`config.mk`:
```
export PLATFORM = sky130hd
export DESIGN_NAME = load_level_counter
export DESIGN_NICKNAME = d
export VERILOG_FILES = /design/src/rtl/load_level_counter.sv
export SDC_FILE = /design/constraint.sdc
export NUM_CORES = 1
export LEC_CHECK = 0
export CORE_AREA = 5 5 46 48
export CTS_CLUSTER_DIAMETER = 30
export DETAILED_ROUTE_END_ITERATION = 16
export DIE_AREA = 0 0 51 53
export PLACE_DENSITY = 0.75
export RECOVER_POWER = 100
export SYNTH_ARGS = -nofsm -noshare
export SYNTH_HDL_FRONTEND = slang
export SYNTH_SLANG_ARGS = --single-unit
```
`constraint.sdc`:
```
create_clock -name clk -period 1.85 [get_ports clk]
set_input_delay 0.37 -clock clk [delete_from_list [all_inputs] [get_ports clk]]
set_output_delay 0.37 -clock clk [all_outputs]
set_load 0.01 [all_outputs]
```
`src/rtl/load_level_counter.sv`:
```
// Saturating up/down level counter with hysteretic zone FSM and optional
// sticky error flags (enabled by defining LOAD_LEVEL_ERR_FLAGS_EN).
module load_level_counter #(
   parameter int WIDTH     = 4,
   parameter int MAX_LEVEL = 15,
   parameter int HI_THRESH = 12,
   parameter int LO_THRESH = 3,
   parameter int HYST      = 2
) (
   input  logic             clk,
   input  logic             reset,
   input  logic             en,
   input  logic             inc,
   input  logic             dec,
   input  logic             load,
   input  logic [WIDTH-1:0] load_val,
   input  logic             clr_err,
   output logic [WIDTH-1:0] level,
   output logic             full,
   output logic             empty,
   output logic [1:0]       zone,
   output logic             ovf_err,
   output logic             unf_err
);

   typedef enum logic [1:0] {
      Z_LOW  = 2'b00,
      Z_MID  = 2'b01,
      Z_HIGH = 2'b10,
      Z_ILL  = 2'b11
   } zone_e;

   localparam logic [WIDTH-1:0] MAX_L  = WIDTH'(MAX_LEVEL);
   localparam logic [WIDTH-1:0] HI_L   = WIDTH'(HI_THRESH);
   localparam logic [WIDTH-1:0] LO_L   = WIDTH'(LO_THRESH);
   localparam logic [WIDTH-1:0] UP_L   = WIDTH'(LO_THRESH + HYST);
   localparam logic [WIDTH-1:0] DOWN_L = WIDTH'(HI_THRESH - HYST);

   logic [WIDTH-1:0] level_q, level_d;
   zone_e            zone_q, zone_d;

   always_ff @(posedge clk or posedge reset) begin
      if (reset) begin
         level_q <= '0;
         zone_q  <= Z_LOW;
      end else begin
         level_q <= level_d;
         zone_q  <= zone_d;
      end
   end

   always_comb begin
      level_d = level_q;
      if (en) begin
         if (load) begin
            level_d = (load_val > MAX_L) ? MAX_L : load_val;
         end else if (inc && !dec) begin
            if (level_q != MAX_L) level_d = level_q + 1'b1;
         end else if (dec && !inc) begin
            if (level_q != '0) level_d = level_q - 1'b1;
         end
      end
   end

   // Zone tracks the registered level, hence lags it by one edge.
   always_comb begin
      zone_d = zone_q;
      unique case (zone_q)
         Z_LOW: begin
            if (level_q >= HI_L)      zone_d = Z_HIGH;
            else if (level_q >= UP_L) zone_d = Z_MID;
            else                      zone_d = Z_LOW;
         end
         Z_MID: begin
            if (level_q >= HI_L)      zone_d = Z_HIGH;
            else if (level_q <= LO_L) zone_d = Z_LOW;
            else                      zone_d = Z_MID;
         end
         Z_HIGH: begin
            if (level_q <= LO_L)        zone_d = Z_LOW;
            else if (level_q <= DOWN_L) zone_d = Z_MID;
            else                        zone_d = Z_HIGH;
         end
         default: zone_d = Z_LOW;
      endcase
   end

   assign level = level_q;
   assign zone  = zone_q;
   assign full  = (level_q == MAX_L);
   assign empty = (level_q == '0);

`ifdef LOAD_LEVEL_ERR_FLAGS_EN
   logic ovf_ev, unf_ev;
   logic ovf_q, ovf_d;
   logic unf_q, unf_d;

   always_comb begin
      ovf_ev = 1'b0;
      unf_ev = 1'b0;
      if (en) begin
         if (load)               ovf_ev = (load_val > MAX_L);
         else if (inc && !dec)   ovf_ev = (level_q == MAX_L);
         else if (dec && !inc)   unf_ev = (level_q == '0);
      end
      // A new event outranks a clear in the same cycle.
      ovf_d = ovf_ev | (ovf_q & ~(en & clr_err));
      unf_d = unf_ev | (unf_q & ~(en & clr_err));
   end

   always_ff @(posedge clk or posedge reset) begin
      if (reset) begin
         ovf_q <= 1'b0;
         unf_q <= 1'b0;
      end else begin
         ovf_q <= ovf_d;
         unf_q <= unf_d;
      end
   end

   assign ovf_err = ovf_q;
   assign unf_err = unf_q;
`else
   logic unused_clr;
   assign unused_clr = clr_err;
   assign ovf_err    = 1'b0;
   assign unf_err    = 1'b0;
`endif

endmodule

```
# After elaboration in Yosys (flattened, before gate mapping)

Index checks and enable logic that the tools add are counted.

Divide/modulo/power cells: 0
Mux-type cells: 13
Shift operators: 0
Order comparisons: 5
Multipliers: 0
Add/subtract/negate cells: 2
Reduce and logical (&&, ||, !) cells: 10
Bitwise gates (word level): 0
Eq/ne operators: 5

Operators with widths:

| cell                | count |
|---|---|
| $mux 4              | 6 |
| $mux 2              | 4 |
| $pmux 2 s3          | 1 |
| $reduce_bool 3->1   | 2 |
| $add 4x1->4 const B | 1 |
| $eq 4x4->1 const B  | 1 |
| $ge 4x3->1 const B  | 1 |
| $ge 4x4->1 const B  | 1 |
| $gt 4x4->1 const B  | 1 |
| $le 4x2->1 const B  | 1 |
| $le 4x4->1 const B  | 1 |
| $logic_not 4->1     | 1 |
| $ne 4x4->1 const B  | 1 |
| $reduce_and 4->1    | 1 |
| $reduce_bool 4->1   | 1 |
| $sub 4x1->4 const B | 1 |
| $ne 3x2->1 const B  | 1 |
| $eq 2x1->1 const B  | 1 |
| $eq 2x2->1 const B  | 1 |
| $logic_and 1x1->1   | 2 |
| $logic_not 1->1     | 2 |
| $logic_not 2->1     | 1 |
| $mux 1              | 2 |

Word-level logic and storage cells: 37
Memories: 0
Bits in latches: 0
ROM bits: 0
Bits in registers: 6
Bits in writable memories: 0
Input port bits: 11

# Logic depth before layout (Yosys ltp)

Gate-level depths: netlist (run 1).

Depth in word-level cells: 5
Gate-level depth with buffers: 6
Mapped depth without buffers: 6

# Worst setup path before layout (run 1)

OpenSTA, ideal clock, no wires.

Path kind: register -> register
From: register level_q[3] (netlist: level[3])
To: register level_q[0] (netlist: level[0])
Slack: 115 ps
Required time: 1781 ps
Arrival: 1666 ps
Cell stages (with the launch flop): 7
Cells stage by stage: dfrtp_1 > inv_1 > ha_1 > nor3b_2 > o221a_4 > or3_1 > nand3_1

Word-level cells in the longest chain between the ends: 3

Ends and longest elaborated chain:

| item                                                             | RTL line | text |
|---|---|---|
| start, declared                                                  | 39       | `logic [WIDTH-1:0] level_q, level_d;` |
| start signal, assigned                                           | 47       | `level_q <= level_d;` |
| $ne 4x4->1 / $reduce_bool 4->1 (equally long branches)           | 58, 60   |  |
| $ne 3x2->1 (no line) / $reduce_bool 3->1 (equally long branches) | n/a      |  |
| $reduce_and 4->1 (no line) *                                     | n/a      |  |

Every way passes the cells marked *; elsewhere a longest branch is shown, timed or not.
A chain may end at the register's enable or synchronous reset.

# Final worst setup path (run 1)

From: input dec
To: register level_q[3] (netlist: level[3])

Word-level cells in the longest chain between the ends: 4

Ends and longest elaborated chain:

| item                                                        | RTL line | text |
|---|---|---|
| start, declared                                             | 14       | `input logic dec,` |
| $logic_not 1->1                                             | 57       | `end else if (inc && !dec) begin` |
| $logic_and 1x1->1                                           | 57       |  |
| $ne 3x2->1 (no line), or another cell as far along          | n/a      |  |
| $reduce_and 4->1 (no line) / $mux 4 (equally long branches) | n/a      |  |

Parallel ways exist; a longest one is shown, timed or not.

==> results of run 1 <==
==> worst register-to-register path: stages (launching register included) <==
cell,delay [ps]
dfrtp_1,370
inv_1,70
ha_1,230
nor3b_2,170
buf_4,130
o221a_4,290
or3_1,300
nand3_1,80
==> sequential cells by signal, indices dropped and copies added (netlist names) <==
| register | cells |
|---|---|
| level | 4 |
| zone | 2 |
==> area by class of cell <==
cell class                      instances  area [um^2]  area share, %
Clock buffer                            3        22.52          2.423
Inverter                                6        22.52          2.423
Multi-Input combinational cell         49        439.2          47.24
Sequential cell                         6        151.4          16.29
Tap cell                               17        21.27          2.288
Timing Repair Buffer                   31        272.8          29.34
==> per-stage QoR <==
stage / total power, uW / instance area, um^2
2_1_floorplan: 577.9 / 555.5
3_3_place_gp: 892.0 / 833.3
6_report: 1127 / 929.6
3_5_place_dp: 919.6 / 833.3
4_1_cts: 1077 / 875.8
5_1_grt: 1232 / 929.6
==> cells by family after synthesis <==
kind of cell,Yosys count
AND/OR/NAND/NOR,22
other,1
XOR/XNOR,2
flip-flops,6
multiplexers,1
adder cells (fa/ha/maj),7
buffers and inverters,9
AO/OA/AOI/OAI,15
==> layer usage <==
layer / vias up / GRT usage [%] / routed length [um]
li1: 284 / - / -
met1: 269 / 11.09 / 557
met2: 18 / 25.11 / 811
met3: 3 / 3.662 / 78
met4: 0 / 9.417 / 29
met5: - / 0 / 0
==> layout by cell type, fill, tap and decap left out, types with 3 or more instances in the layout <==
master,count
buf_4,12
clkdlybuf4s50_1,11
nand2_1,6
inv_1,6
o21ai_0,5
dfrtp_1,5
ha_1,4
clkbuf_4,4
nor2_1,3
nand3_1,3
dlygate4sd3_1,3
==> how the worst max path moves through the flow <==
stage	from	endpoint
final	dec	level[3]
after global routing	dec	level[3]
after CTS	level[1]	level[1]
after detailed placement	dec	level[3]
after global placement	dec	level[3]
after floorplan	level[3]	level[0]
==> timing repair <==
item	CTS	global route
resized for setup	6	9
endpoints found under the hold margin	0	0
pin swaps	0	3
gates cloned	0	0
endpoints found under the setup margin	3	4
==> where the power goes <==
part / switching (uW) / internal [uW] / total, uW
registers: 63.3 / 187 / 250
logic: 344 / 407 / 751
clock network: 52.7 / 73.7 / 126
total: 460 / 668 / 1130
==> out/results.tsv, run 1 <==
metric	value	unit
layout cell share with drive strength beyond 1	28.42	%
Slew Limit Fails	0	
post-synthesis compound-gate area fraction	19.95	%
most instantiated cells after synthesis	6 x dfrtp_1, 6 x ha_1, 6 x inv_1, 6 x nand2_1, 5 x o21ai_0	
sequence of cells on the critical path	clkdlybuf4s50_1 -> nand2b_4 -> ha_4 -> nand3_4 -> a2111oi_4 -> a211oi_1 -> o221ai_1	
clk slew on worst S/H paths	50	ps
CP peak stage delay	420	ps
postcts setup bufs	0	
worst setup margin	60.88	ps
CTS Hold Bufs	0	
via/cell ratio	5.125	
maximum clock frequency	558.9	MHz
maximum VDD drop	0.5507	mV
multiplexer share of the synthesized area	1.814	%
EDFF count, synth	0	
# diodes	0	
vias in the first global route	586	
total gr overflow	0	
Worst R2R Start	level[2]	
area leader, netlist	dfrtp_1	
Die ar.	0.002703	mm^2
Worst-Skew Late Latency	250	ps
Async SR Flop Fraction	100.0	%
slowest CP cell	clkdlybuf4s50_1	
die width	51	um
H-tree levels	1	
largest family of logic cells by synthesized area	simple AND/OR/NAND/NOR gates	
Setup TNS Final	0	ps
r2r setup slk	160	ps
dpl hpwl	1.182	mm
dominant cells by area after synthesis	dfrtp_1 27%, ha_1 14%, o21ai_0 4.5%	
vias post-DR	574	
CTS sink count	6	
DR WL/cell	13.17	um
Antenna Nets Post-Route	0	
Die Ht	53	um
largest net degree at the start of global routing	8	
Critical Path Fanout Max	3	
post-synthesis cell count	63	
area growth from synthesis to layout	68.48	%
post-layout util	55.66	%
cell family with most CP delay	compound AO/OA/AOI/OAI gates	
Initial DRT Pass Iterations	4	
Place WS	-343.1	ps
register area share after synthesis	27.21	%
Post-route DRC	0	
I/O pin count	21	
LEAKAGE	0.0004205	uW
Netlist cell types	28	
unrepaired setup endpoints after global routing	yes	
Synth Flop Type	dfrtp_1	
critical path arrival	1960	ps
Port Buffers	17	
Final min period	1789	ps
outcome	completed	
Setup-failing EPs final	0	
clock buffer depth	2	
Core Area	0.001670	mm^2
CTS tree	yes	
Buf/Inv on CP	1	
Synth top area share	27.21	%
r2r endpoint	level[0]	
Worst Hold Class	in2async	
CTS buffer count	3	
Worst Path Required	2020	ps
simple-gate share of the synthesized area	22.45	%
Worst setup SP type	input port	
gp weighted congestion	0.7717	
stages on the worst setup path	7	
cell count after placement	109	
# Max-Cap Violations	0	
final-report hold violation count	0	
root buffer cell	clkbuf_4	
synthesized area	551.8	um^2
Worst R2R Path Depth	7	
syn avg cell area	8.758	um^2
final hold slack	474.3	ps
Post-Layout Cell Count	112	
WS Path Type	in2reg	
fin crit share	96.71	%
first-pass GRT wire length	2.504	mm
clk_skew	6.659	ps
DRT iter0 DRCs	7	
FP Rows	15	
Final #Nets	115	
Fillers	153	
Synth Area in XOR/XNOR	3.175	%
Initial Util	33.03	%
pwr dens	1212	mW/mm^2
Worst setup EP type	register	
drt total wl	1.475	mm
antenna violations before repair	0	
Adder-Cell Fraction of Synth Area	17.23	%
GRT Total Usage	12.92	%
Seq cells post-synth	6	
YS warnings	0	
Power figures use the tool's default switching activity.
==> inputs of run 2 (changes only) <==
clock period = 1.8 ns   (was 1.85 ns; I/O delays follow)
==> out/results.tsv, run 2 (synthesis gave the netlist of run 1 again) <==
metric	value	unit	change
Worst Hold Class	in2async		unchanged
sequence of cells on the critical path	buf_4 -> clkdlybuf4s50_1		was clkdlybuf4s50_1 -> nand2b_4 -> ha_4 -> nand3_4 -> a2111oi_4 -> a211oi_1 -> o221ai_1
via/cell ratio	5.113		was 5.125
outcome	completed		unchanged
DR WL/cell	13.17	um	about the same
drt total wl	1.515	mm	was 1.475 mm
Slew Limit Fails	0		unchanged
CTS sink count	6		unchanged
WS Path Type	reg2out		was in2reg
vias post-DR	588		was 574
slowest CP cell	clkdlybuf4s50_1		unchanged
die width	51	um	unchanged
FP Rows	15		unchanged
maximum VDD drop	0.6100	mV	was 0.5507 mV
# Max-Cap Violations	0		unchanged
CTS tree	yes		unchanged
layout cell share with drive strength beyond 1	31.63	%	was 28.42%
critical path arrival	1390	ps	was 1960 ps
Place WS	-416.5	ps	was -343.1 ps
vias in the first global route	567		was 586
worst setup margin	45.46	ps	was 60.88 ps
most frequent cells in the layout	15 x buf_4, 11 x clkdlybuf4s50_1, 6 x nand2_1, 6 x inv_1		was 12 x buf_4, 11 x clkdlybuf4s50_1, 6 x nand2_1, 6 x inv_1
Sequential Power Share	21.7	%	was 22.2%
worst setup path end	level[1]		was level[3]
Top Usage Layer GRT	met2		unchanged
final-report hold violation count	0		unchanged
Worst setup EP type	output port		was register
area growth from synthesis to layout	72.56	%	was 68.48%
Core Area	0.001670	mm^2	unchanged
pwr dens	1256	mW/mm^2	was 1212 mW/mm^2
DRT iter0 DRCs	10		was 7
Initial DRT Pass Iterations	4		unchanged
final hold slack	460.0	ps	was 474.3 ps
unrepaired setup endpoints after global routing	yes		unchanged
Antenna Nets Post-Route	0		unchanged
Final #Nets	118		was 115
internal power	706.9	uW	was 667.6 uW
gp weighted congestion	0.8187		was 0.7717
met1 GRT Util	13.29	%	was 11.09%
largest net degree at the start of global routing	8		unchanged
Post-route DRC	0		unchanged
Setup TNS Final	0	ps	unchanged
M2 GR Usage	20.39	%	was 25.11%
maximum clock frequency	570.0	MHz	
first-pass GRT wire length	2.373	mm	was 2.504 mm
r2r setup slk	110	ps	was 160 ps
commonest non-fill, non-tap cell in the layout	buf_4		unchanged
clk_skew	7.219	ps	was 6.659 ps
Die Ht	53	um	unchanged
clock buffer depth	2		unchanged
clk slew on worst S/H paths	50	ps	about the same
switching pwr	488.8	uW	was 459.5 uW
I/O pin count	21		unchanged
CP peak stage delay	530	ps	was 420 ps
Port Buffers	17		unchanged
dpl hpwl	1.201	mm	was 1.182 mm
Die ar.	0.002703	mm^2	unchanged
Worst Path Required	1440	ps	was 2020 ps
Comb pwr share	67.4	%	was 66.6%
LEAKAGE	0.0004228	uW	was 0.0004205 uW
Largest register FFs	4		unchanged
Critical Path Fanout Max	6		was 3
GRT Total Usage	11.84	%	was 12.92%
met3 capacity usage during global routing	2.817	%	was 3.662%
antenna violations before repair	0		unchanged
CTS buffer count	3		unchanged
r2r endpoint	level[0]		unchanged
Initial Util	33.03	%	unchanged
total gr overflow	0		unchanged
fin crit share	97.47	%	
Worst R2R Start	level[2]		unchanged
Worst R2R Path Depth	7		unchanged
root buffer cell	clkbuf_4		unchanged
# diodes	0		unchanged
clock share of power	10.9	%	was 11.2%
critical path startpoint	level[1]		was dec
H-tree levels	1		unchanged
Setup-failing EPs final	0		unchanged
Worst setup SP type	register		was input port
Final min period	1755	ps	
Worst-Skew Late Latency	250	ps	about the same
Switching Fraction	40.88	%	was 40.77%
## run 2: cell types whose count changed in the layout (fill, tap and decap cells not counted)
cell | before | now
o221a_1 | 0 | 1
buf_4 | 12 | 15
o221ai_2 | 0 | 1
o221ai_1 | 1 | 0
o221a_4 | 1 | 0
clkdlybuf4s15_1 | 0 | 1
a211oi_2 | 0 | 1
dlymetal6s2s_1 | 1 | 0
a211oi_1 | 2 | 1
## run 2: final cells by class
type,instances,area (um^2)
fill,155,718.2
multi-input combinational,49,441.7
timing repair buffer,34,292.8
sequential,6,151.4
clock buffer,3,22.52
inverter,6,22.52
tap,17,21.27
## run 2: how the worst min path moves through the flow
stage / slack (ps) / end / cells after the start
6_report: 460 / zone[1] / 2
5_1_grt: 470 / zone[1] / 2
4_1_cts: 320 / zone[1] / 2
3_5_place_dp: 540 / zone[1] / 1
3_3_place_gp: 530 / zone[0] / 1
2_1_floorplan: 150 / level[0] / 1
## run 2: timing repair
item,CTS,global route
hold buffers,0,0
setup endpoints to repair,4,3
cloned,0,0
setup buffers,0,0
pin swaps,2,4
resized for setup,12,7
## run 2: worst max-delay path, delay by kind of cell (launching register included)
family,cells,cell delay [ps]
buf+inv,2,690
flops,1,450
## run 2: power groups by stage
stage | Clock [uW] | Combinational (uW) | Sequential [uW]
floorplan | 0 | 296 | 298
global placement | 0 | 683 | 255
detailed placement | 0 | 708 | 259
CTS | 136 | 760 | 259
global route | 148 | 879 | 271
finish | 130 | 806 | 260
## run 2: metal layers
metal  wire [um]  up-vias  share of wire, %
met2         783       18                52
li1            -      293                 -
met3          83        3               5.5
met1         615      274                41
met5           0        -                 0
met4          32        0               2.1
## run 2: per-stage QoR
step / util (%) / power [uW] / instances / cell area (um^2)
final: 57.00 / 1196 / 115 / 952.2
after global routing: 57.00 / 1299 / 115 / 952.2
after CTS: 55.28 / 1155 / 115 / 923.4
after detailed placement: 51.24 / 967.4 / 112 / 855.8
after global placement: 51.24 / 937.4 / 112 / 855.8
after floorplan: - / 593.9 / 64 / 555.5
